**src/rtl/snake_pkg.sv**
```systemverilog
// Shared grid, direction and game-state definitions for the snake motion logic.
package snake_pkg;

    localparam int GRID_W = 3;
    localparam logic [GRID_W-1:0] GRID_MAX = 3'd7;

    localparam logic [1:0] DIR_RIGHT = 2'b00;
    localparam logic [1:0] DIR_DOWN  = 2'b01;
    localparam logic [1:0] DIR_LEFT  = 2'b10;
    localparam logic [1:0] DIR_UP    = 2'b11;

    typedef enum logic [1:0] {
        ST_IDLE = 2'd0,
        ST_RUN  = 2'd1,
        ST_OVER = 2'd2
    } state_t;

    // Opposite directions differ only in the upper encoding bit.
    function automatic logic [1:0] opposite(input logic [1:0] dir);
        return dir ^ 2'b10;
    endfunction

endpackage

```
**src/rtl/snake_next_head.sv**
```systemverilog
// Combinational next-head calculation; flags moves that would leave the 8x8 grid.
module snake_next_head
    import snake_pkg::*;
(
    input  logic [GRID_W-1:0] head_x,
    input  logic [GRID_W-1:0] head_y,
    input  logic [1:0]        dir,
    output logic [GRID_W-1:0] next_x,
    output logic [GRID_W-1:0] next_y,
    output logic              off_grid
);

    always_comb begin
        next_x   = head_x;
        next_y   = head_y;
        off_grid = 1'b0;
        case (dir)
            DIR_RIGHT: begin
                next_x   = head_x + 3'd1;
                off_grid = (head_x == GRID_MAX);
            end
            DIR_DOWN: begin
                next_y   = head_y + 3'd1;
                off_grid = (head_y == GRID_MAX);
            end
            DIR_LEFT: begin
                next_x   = head_x - 3'd1;
                off_grid = (head_x == '0);
            end
            default: begin
                next_y   = head_y - 3'd1;
                off_grid = (head_y == '0);
            end
        endcase
    end

endmodule

```
**src/rtl/snake_motion_ctrl.sv**
```systemverilog
// Snake position register, step timer, direction arbitration and IDLE/RUN/OVER
// game FSM feeding the downstream collision detector.
module snake_motion_ctrl
    import snake_pkg::*;
#(
    parameter int TICK_DIV = 4,
    parameter int START_X  = 3,
    parameter int START_Y  = 3
) (
    input  logic              clk,
    input  logic              rst_n,
    input  logic              start,
    input  logic              dir_valid,
    input  logic [1:0]        dir_in,
    input  logic              self_collision,
    output logic [GRID_W-1:0] head_x,
    output logic [GRID_W-1:0] head_y,
    output logic [GRID_W-1:0] body1_x,
    output logic [GRID_W-1:0] body1_y,
    output logic [GRID_W-1:0] body2_x,
    output logic [GRID_W-1:0] body2_y,
    output logic              edge_hit,
    output logic              running,
    output logic              game_over,
    output logic              step_pulse,
    output logic [7:0]        step_count
);

    localparam logic [GRID_W-1:0] HEAD_X0  = GRID_W'(START_X);
    localparam logic [GRID_W-1:0] BODY1_X0 = GRID_W'(START_X - 1);
    localparam logic [GRID_W-1:0] BODY2_X0 = GRID_W'(START_X - 2);
    localparam logic [GRID_W-1:0] ROW_Y0   = GRID_W'(START_Y);
    localparam logic [7:0]        TICK_LAST = 8'(TICK_DIV - 1);

    function automatic logic [7:0] sat_inc(input logic [7:0] v);
        return (v == 8'hFF) ? v : v + 8'd1;
    endfunction

    state_t            state_q, state_d;
    logic [GRID_W-1:0] head_x_q, head_x_d, head_y_q, head_y_d;
    logic [GRID_W-1:0] body1_x_q, body1_x_d, body1_y_q, body1_y_d;
    logic [GRID_W-1:0] body2_x_q, body2_x_d, body2_y_q, body2_y_d;
    logic [1:0]        cur_dir_q, cur_dir_d, pend_dir_q, pend_dir_d;
    logic [7:0]        tick_q, tick_d, step_count_q, step_count_d;
    logic              edge_hit_q, edge_hit_d, step_pulse_q, step_pulse_d;

    logic [GRID_W-1:0] next_x, next_y;
    logic              off_grid, step_cycle, dir_ok;

    snake_next_head u_next_head (
        .head_x   (head_x_q),
        .head_y   (head_y_q),
        .dir      (pend_dir_q),
        .next_x   (next_x),
        .next_y   (next_y),
        .off_grid (off_grid)
    );

    assign step_cycle = (tick_q == TICK_LAST);
    // Reversal is judged against the direction actually moved, not the pending one.
    assign dir_ok     = dir_valid && (dir_in != opposite(cur_dir_q));

    always_comb begin
        state_d      = state_q;
        head_x_d     = head_x_q;
        head_y_d     = head_y_q;
        body1_x_d    = body1_x_q;
        body1_y_d    = body1_y_q;
        body2_x_d    = body2_x_q;
        body2_y_d    = body2_y_q;
        cur_dir_d    = cur_dir_q;
        pend_dir_d   = pend_dir_q;
        tick_d       = tick_q;
        step_count_d = step_count_q;
        edge_hit_d   = edge_hit_q;
        step_pulse_d = 1'b0;

        case (state_q)
            ST_IDLE: begin
                if (dir_ok) pend_dir_d = dir_in;
                if (start)  state_d = ST_RUN;
            end
            ST_RUN: begin
                if (dir_ok) pend_dir_d = dir_in;
                tick_d = step_cycle ? 8'd0 : tick_q + 8'd1;
                // Collision ends the game before any shift on the same cycle.
                if (self_collision) begin
                    state_d = ST_OVER;
                end else if (step_cycle) begin
                    if (off_grid) begin
                        state_d    = ST_OVER;
                        edge_hit_d = 1'b1;
                    end else begin
                        body2_x_d    = body1_x_q;
                        body2_y_d    = body1_y_q;
                        body1_x_d    = head_x_q;
                        body1_y_d    = head_y_q;
                        head_x_d     = next_x;
                        head_y_d     = next_y;
                        cur_dir_d    = pend_dir_q;
                        step_count_d = sat_inc(step_count_q);
                        step_pulse_d = 1'b1;
                    end
                end
            end
            ST_OVER: begin
                if (start) begin
                    state_d      = ST_RUN;
                    head_x_d     = HEAD_X0;
                    head_y_d     = ROW_Y0;
                    body1_x_d    = BODY1_X0;
                    body1_y_d    = ROW_Y0;
                    body2_x_d    = BODY2_X0;
                    body2_y_d    = ROW_Y0;
                    cur_dir_d    = DIR_RIGHT;
                    pend_dir_d   = DIR_RIGHT;
                    tick_d       = 8'd0;
                    step_count_d = 8'd0;
                    edge_hit_d   = 1'b0;
                end
            end
            default: state_d = ST_IDLE;
        endcase
    end

    always_ff @(posedge clk) begin
        if (!rst_n) begin
            state_q      <= ST_IDLE;
            head_x_q     <= HEAD_X0;
            head_y_q     <= ROW_Y0;
            body1_x_q    <= BODY1_X0;
            body1_y_q    <= ROW_Y0;
            body2_x_q    <= BODY2_X0;
            body2_y_q    <= ROW_Y0;
            cur_dir_q    <= DIR_RIGHT;
            pend_dir_q   <= DIR_RIGHT;
            tick_q       <= 8'd0;
            step_count_q <= 8'd0;
            edge_hit_q   <= 1'b0;
            step_pulse_q <= 1'b0;
        end else begin
            state_q      <= state_d;
            head_x_q     <= head_x_d;
            head_y_q     <= head_y_d;
            body1_x_q    <= body1_x_d;
            body1_y_q    <= body1_y_d;
            body2_x_q    <= body2_x_d;
            body2_y_q    <= body2_y_d;
            cur_dir_q    <= cur_dir_d;
            pend_dir_q   <= pend_dir_d;
            tick_q       <= tick_d;
            step_count_q <= step_count_d;
            edge_hit_q   <= edge_hit_d;
            step_pulse_q <= step_pulse_d;
        end
    end

    assign head_x     = head_x_q;
    assign head_y     = head_y_q;
    assign body1_x    = body1_x_q;
    assign body1_y    = body1_y_q;
    assign body2_x    = body2_x_q;
    assign body2_y    = body2_y_q;
    assign edge_hit   = edge_hit_q;
    assign running    = (state_q == ST_RUN);
    assign game_over  = (state_q == ST_OVER);
    assign step_pulse = step_pulse_q;
    assign step_count = step_count_q;

endmodule

```
**config.mk**
```make
export PLATFORM = sky130hd
export DESIGN_NAME = snake_motion_ctrl
export DESIGN_NICKNAME = d
export VERILOG_FILES = /design/src/rtl/snake_pkg.sv /design/src/rtl/snake_next_head.sv /design/src/rtl/snake_motion_ctrl.sv
export SDC_FILE = /design/constraint.sdc
export NUM_CORES = 1
export LEC_CHECK = 0
export BUFFER_PORTS_ARGS = -buffer_cell sky130_fd_sc_hd__buf_2
export CAP_MARGIN = 20
export CORE_MARGIN = 1
export CORE_UTILIZATION = 34
export CTS_CLUSTER_SIZE = 30
export DETAILED_ROUTE_END_ITERATION = 8
export SLEW_MARGIN = 0
export SYNTH_ARGS = -nofsm -noshare
export SYNTH_HDL_FRONTEND = slang
export SYNTH_SLANG_ARGS = --single-unit
```
**constraint.sdc**
```tcl
create_clock -name clk -period 2.5 [get_ports clk]
set_clock_uncertainty 0.2 [all_clocks]
set_input_delay 0.25 -clock clk [delete_from_list [all_inputs] [get_ports clk]]
set_output_delay 0.25 -clock clk [all_outputs]
set_load 0.05 [all_outputs]
```
* Word level (Yosys, flattened, before mapping)
Cells that the tools add are included.
** Word-level totals
- Input bits :: 7
- Bits in registers :: 42
- Logic and storage cells :: 119
- Output and inout port bits :: 30
** Operators by class
- Reduce and logical (&&, ||, !) cells :: 19
- Eq/ne operators :: 21
- Add/sub/neg operators :: 6
- Muxes and demuxes :: 56
- Bitwise gates (word level) :: 4
** Operators with widths (count)
- $mux W3 :: 21
- $mux W8 :: 6
- $pmux W3 S2 :: 8
- $pmux W8 S2 :: 2
- $mux W2 :: 9
- $reduce_and A6 Y1 :: 3
- $add A8 B1 Y8 const B :: 2
- $pmux W2 S2 :: 3
- $ne A2 B2 Y1 const B :: 5
- $reduce_and A5 Y1 :: 2
- $eq A8 B2 Y1 const B :: 1
- $eq A8 B8 Y1 const B :: 1
- $ne A2 B1 Y1 const B :: 4
- $add A3 B1 Y3 const B :: 2
- $eq A3 B3 Y1 const B :: 2
- $logic_not A3 Y1 :: 2
- $ne A3 B2 Y1 const B :: 2
- $reduce_and A3 Y1 :: 2
- $reduce_or A2 Y1 :: 3
- $sub A3 B1 Y3 const B :: 2
- $mux W1 :: 5
- $eq A2 B1 Y1 const B :: 2
- $eq A2 B2 Y1 const B :: 2
- $logic_not A2 Y1 :: 2
- other kinds (9) :: 13

* Logic depth before layout (Yosys ltp)
- Depth in word-level cells :: 7
- Depth in mapped cells :: 9
- Mapped depth without buffers :: 7

* Cells and area by module
Synthesis repeated with hierarchy kept, for this count alone.
** Second synthesis, totals
- Cells, all modules :: 253
- Area total of the unflattened synthesis :: 2138.3 µm²
** Modules (own cells, without submodules)
- snake_motion_ctrl :: instances 1, area each 1935.6 µm², cells an instance 229
- snake_next_head :: instances 1, area each 202.7 µm², cells an instance 24

* Worst setup path before layout
No wires, ideal clock.
- Path kind :: flip-flop to flip-flop
- Start point :: register state_q[1]
- End point :: register step_count_q[6] (netlist: step_count[6])
- Slack :: -2 ps
- Arrival :: 2183 ps
- Clock period less this slack :: 2502 ps
- Stages on the path, launching flop included :: 9
- Required time :: 2181 ps
- Library setup time :: 119 ps
- Cells stage by stage :: dfxtp_1 inv_1 ha_1 clkbuf_1 inv_1 o311ai_1 buf_2 nor3_1 o221a_1
** Between the ends
- Longest elaborated chain between the ends :: 3
** Ends and longest elaborated chain
- from (decl) :: RTL line snake_motion_ctrl.sv:39 : state_t state_q, state_d;
- from (signal assigned) :: RTL line snake_motion_ctrl.sv:142 : state_q <= state_d;
- $eq A2 B1 Y1 (*)
- named net running :: RTL line snake_motion_ctrl.sv:23 : output logic running,
- $ne A2 B2 Y1 (no source line) (tied with other cells)
- $reduce_and A6 Y1 (no source line)
- to (signal assigned) :: RTL line snake_motion_ctrl.sv:152 : step_count_q <= step_count_d;
- to (decl) :: RTL line snake_motion_ctrl.sv:44 : logic [7:0] tick_q, tick_d, step_count_q, step_count_d;
The timed path passes the listed nets; every way through them passes the cells marked *.
A chain may end at the register's enable or synchronous reset.

* Final worst setup path
- Start point :: register tick_q[1]
- End point :: register step_count_q[1] (netlist: step_count[1])
** Between the ends
- Longest elaborated chain between the ends :: 3
** Ends and longest elaborated chain
- from (decl) :: RTL line snake_motion_ctrl.sv:44
- from (signal assigned) :: RTL line snake_motion_ctrl.sv:151 : tick_q <= tick_d;
- $eq A8 B2 Y1 :: RTL line snake_motion_ctrl.sv:59 : assign step_cycle = (tick_q == TICK_LAST);
- $ne A2 B1 Y1 (no source line)
- $reduce_and A6 Y1 (no source line)
Every way passes these cells.

==> results.sh <==
export IMPL_final_cell_count_no_fill=381
export IMPL_postRouteWirelength_mm=5.48
export IMPL_cts_buffers_inserted=5
export IMPL_pin_count_of_the_biggest_net_entering_global_routing=27
export IMPL_filler_cell_count=615
export IMPL_syn_nets=272
export IMPL_run_status="finished clean"
export IMPL_muxShareOfSynthArea_pct=2.82
export IMPL_cts_root_to_sink_buffers=2
export IMPL_place_detailed_hpwl_mm=3.75
export IMPL_vias_per_std_cell=5.38
export IMPL_worst_setup_start_kind="flip-flop"
export IMPL_remaining_drc_errors=0
export IMPL_largest_family_of_logic_cells_by_synthesized_area="simple AND/OR/NAND/NOR gates"
export IMPL_globalRouteMet1Util_pct=22.7
export IMPL_cp_max_fo=9
export IMPL_number_of_synthesized_flops_with_an_enable_pin=0
export IMPL_cpMaxStageDelayCell="sky130_fd_sc_hd__or4b_1"
export IMPL_worstSetupPathType="flip-flop to flip-flop"
export IMPL_timing_worst_slew_pin_value_ns=0.648
export IMPL_setup_worst_path_end_class="flip-flop"
export IMPL_post_synth_inst_count=257
export IMPL_setup_violations_final=0
export IMPL_timing_final_hold_violations=0
export IMPL_grt_antenna_before_repair=0
export IMPL_grt_use_met3_pct=3.22
export IMPL_ctsHoldBuffers=0
export IMPL_antenna_cells=0
export IMPL_detailedRoute_firstIterationViolations=65
export IMPL_area_sequential_um2=842
export IMPL_post_place_cells=373
export IMPL_rows=28
export IMPL_ys_warnings_count=0
export IMPL_power_per_cell_area_mw_per_mm2=1160
export IMPL_arrival_time_worst_endpoint_ns=2.42
export IMPL_drv_max_cap_violation_count=0
export IMPL_dp_area_mm2=0.00256
export IMPL_worstPathCellList="ha_1 > or4b_4 > o31ai_4 > nand2_4 > or4b_1 > a21oi_2"
export IMPL_detailroute_via_count=2048
export IMPL_synth_simple_area_share_pct=26.1
export IMPL_grt_usage_pct=16.9
export IMPL_insertion_delay_ns=0.30
export IMPL_worst_slew_margin_rel_pct=56.2
export IMPL_post_layout_nets=320
export IMPL_cts_sinks=42
export IMPL_synth_seq_area_share_pct=38.7
export IMPL_horizontal_die_dimension_um=82.0
export IMPL_floorplan_core_area_mm2=0.00606
export IMPL_xor_xnor_share_of_the_synthesized_area_pct=4.43
export IMPL_grt_first_pass_wirelength_mm=8.68
export IMPL_die_y_extent_um=82.0
export IMPL_clock_tree_root_cell="sky130_fd_sc_hd__clkbuf_8"
export IMPL_gpl_congestion=0.826
export IMPL_finalCriticalPeriod_ns=2.39
export IMPL_power_leakage_nw=1.08
export IMPL_final_max_slew_violation_count=0
export IMPL_timing_critical_path_buf_inv=0
export IMPL_max_vdd_ir_drop_uv=362
export IMPL_pin_count=37
export IMPL_initial_core_util_pct=35.9
export IMPL_first_pass_detailed_route_iteration_total=4
export IMPL_syn_avg_cell_area_um2=8.46
export IMPL_synth_adder_area_share_pct=5.29
export IMPL_synth_compound_gate_area_share_pct=18.7
export IMPL_grt_ovfl_total=0
export IMPL_post_synth_num_cell_types=52
export IMPL_cts_tree="yes"
export IMPL_routedWlPerCell_um=14.4
export IMPL_synth_ff_latch_count=42
export IMPL_proportion_of_layout_cells_with_a_drive_suffix_above_1_pct=24.5
export IMPL_finalInstanceArea_mm2=0.00269
export IMPL_rsz_0062_raised_after_global_routing="yes"
export IMPL_htree_levels=2
export IMPL_cp_required_ns=2.52
export IMPL_grt_most_used_layer="met2"
export IMPL_die_area_mm2=0.00672
export IMPL_synthToLayoutAreaGrowth_pct=23.6
export IMPL_clock_transition_at_path_regs_ns=0.09
export IMPL_placement_io_buffers=36
export IMPL_final_min_period_over_clock_period_pct=95.8
export IMPL_drt_antenna_violating_nets=0
export IMPL_cp_slowest_stage_delay_ns=0.50
export IMPL_ys_async_sr_fraction_pct=0
export IMPL_cpLargestDelayFamily="simple AND/OR/NAND/NOR gates"
export IMPL_top_library_cells_by_usage_in_the_layout_fill_and_taps_aside="41 x sky130_fd_sc_hd__dfxtp_1, 36 x sky130_fd_sc_hd__buf_2, 29 x sky130_fd_sc_hd__nor2_1"
export IMPL_timing_hold_worst_class="input port to flip-flop"
export IMPL_vias_in_the_first_global_route=1809
export IMPL_multi_input_logic_area_mm2=0.00129
export IMPL_maxClockFrequency_mhz=418
export IMPL_netlist_area_mm2=0.00217
export IMPL_met2_capacity_usage_during_global_routing_pct=26.8
export IMPL_layout_cells_most_common="sky130_fd_sc_hd__dfxtp_1"
export IMPL_ys_flop_type="sky130_fd_sc_hd__dfxtp_1"
per-stage QoR:
step	power [W]	util [%]	hold slack [ns]	setup TNS, ns	setup slack, ns
2_1_floorplan	0.00207	-	0.218	0	0.116
3_3_place_gp	0.00257	42.2	0.240	0	0.0755
3_5_place_dp	0.00259	42.2	0.241	0	0.0123
4_1_cts	0.00310	44.0	0.0709	0	0.0158
5_1_grt	0.00331	44.3	0.0925	-0.00167	-0.00167
6_report	0.00311	44.3	0.0830	0	0.105
worst paths after layout:
check             endpoint  slack (ns)  cells after the start      startpoint
max          step_count[1]        0.11                      6       tick_q[1]
min reg2reg     body2_x[1]        0.26                      2      body2_x[1]
min             step_pulse        0.08                      3  self_collision
max reg2reg  step_count[1]        0.11                      6       tick_q[1]
per-layer routing:
| layer | up-vias | share of wire [%] |
|---|---|---|
| met4 | 0 | 0.78 |
| met2 | 43 | 47 |
| li1 | 1028 | - |
| met1 | 975 | 49 |
| met3 | 2 | 3.7 |
| met5 | - | 0 |
sequential cells by signal, summed over array words and instances, names as in the netlist:
signal	flops
head_x	3
head_y	3
body1_x	3
body2_x	3
step_count	8
body2_y	3
pend_dir_q	2
state_q	2
step_pulse	1
cur_dir_q	2
edge_hit	1
tick_q	8
body1_y	3
area by class of cell:
type	count	share of cell area, %
Sequential cell	42	31.3
Multi-Input combinational cell	193	48.1
Timing Repair Buffer	55	12.5
Tap cell	75	3.49
Clock inverter	3	0.931
Clock buffer	5	2.56
Inverter	8	1.12
Yosys cell counts, types with 2 or more instances:
cell type	n	area share [%]
sky130_fd_sc_hd__buf_2	4	0.92
sky130_fd_sc_hd__and3_1	4	1.2
sky130_fd_sc_hd__nand4b_1	2	0.81
sky130_fd_sc_hd__fa_1	2	1.8
sky130_fd_sc_hd__a211oi_1	2	0.69
sky130_fd_sc_hd__xnor2_1	6	2.4
sky130_fd_sc_hd__a21oi_1	14	3.2
sky130_fd_sc_hd__nor2b_1	5	1.4
sky130_fd_sc_hd__inv_1	7	1.2
sky130_fd_sc_hd__nand2_1	20	3.5
sky130_fd_sc_hd__o211a_1	2	0.92
sky130_fd_sc_hd__a31oi_1	3	0.86
sky130_fd_sc_hd__a21boi_0	2	0.69
sky130_fd_sc_hd__o21ai_1	8	1.8
sky130_fd_sc_hd__clkbuf_1	9	1.6
sky130_fd_sc_hd__dfxtp_1	42	39
sky130_fd_sc_hd__o311ai_0	4	1.6
sky130_fd_sc_hd__xor2_1	5	2.0
sky130_fd_sc_hd__o211ai_1	2	0.69
sky130_fd_sc_hd__nor3_1	12	2.8
sky130_fd_sc_hd__mux2i_1	5	2.3
sky130_fd_sc_hd__nor2_1	29	5.0
sky130_fd_sc_hd__nand2b_1	3	0.86
sky130_fd_sc_hd__nand4_1	4	1.2
sky130_fd_sc_hd__nor4b_1	2	0.81
sky130_fd_sc_hd__ha_1	6	3.5
sky130_fd_sc_hd__o21ai_0	10	2.3
sky130_fd_sc_hd__nand3b_1	4	1.4
sky130_fd_sc_hd__nand3_1	13	3.0
sky130_fd_sc_hd__or3_1	2	0.58
sky130_fd_sc_hd__o311ai_1	2	0.81
sky130_fd_sc_hd__or4b_1	2	0.92
power breakdown:
group / total, W / switching, W / internal (W)
sequential: 0.000879 / 0.0000927 / 0.000786
combinational: 0.00177 / 0.00114 / 0.000623
clock: 0.000463 / 0.000261 / 0.000202
total: 0.00311 / 0.00150 / 0.00161
tightest hold or removal path: cells and delay by family:
kind | cells | cell delay, ns
buffers and inverters | 1 | 0.13
and+or+nand+nor | 1 | 0.12
AOI/OAI and AO/OA | 1 | 0.04
logic make-up (layout without fill, tap and decap cells):
logic type               Yosys count  in the layout
buffers and inverters             22             71
adder cells (fa/ha/maj)            8              8
flip-flops                        42             42
XOR/XNOR                          11             11
multiplexers                       6              6
AO/OA/AOI/OAI                     59             59
AND/OR/NAND/NOR                  109            109
what timing repair did:
action | CTS | global route
pin swaps | 0 | 2
endpoints found under the setup margin | 6 | 23
resized for setup | 2 | 4
buffers inserted | 0 | 0
(Power assumes the default switching activity.)
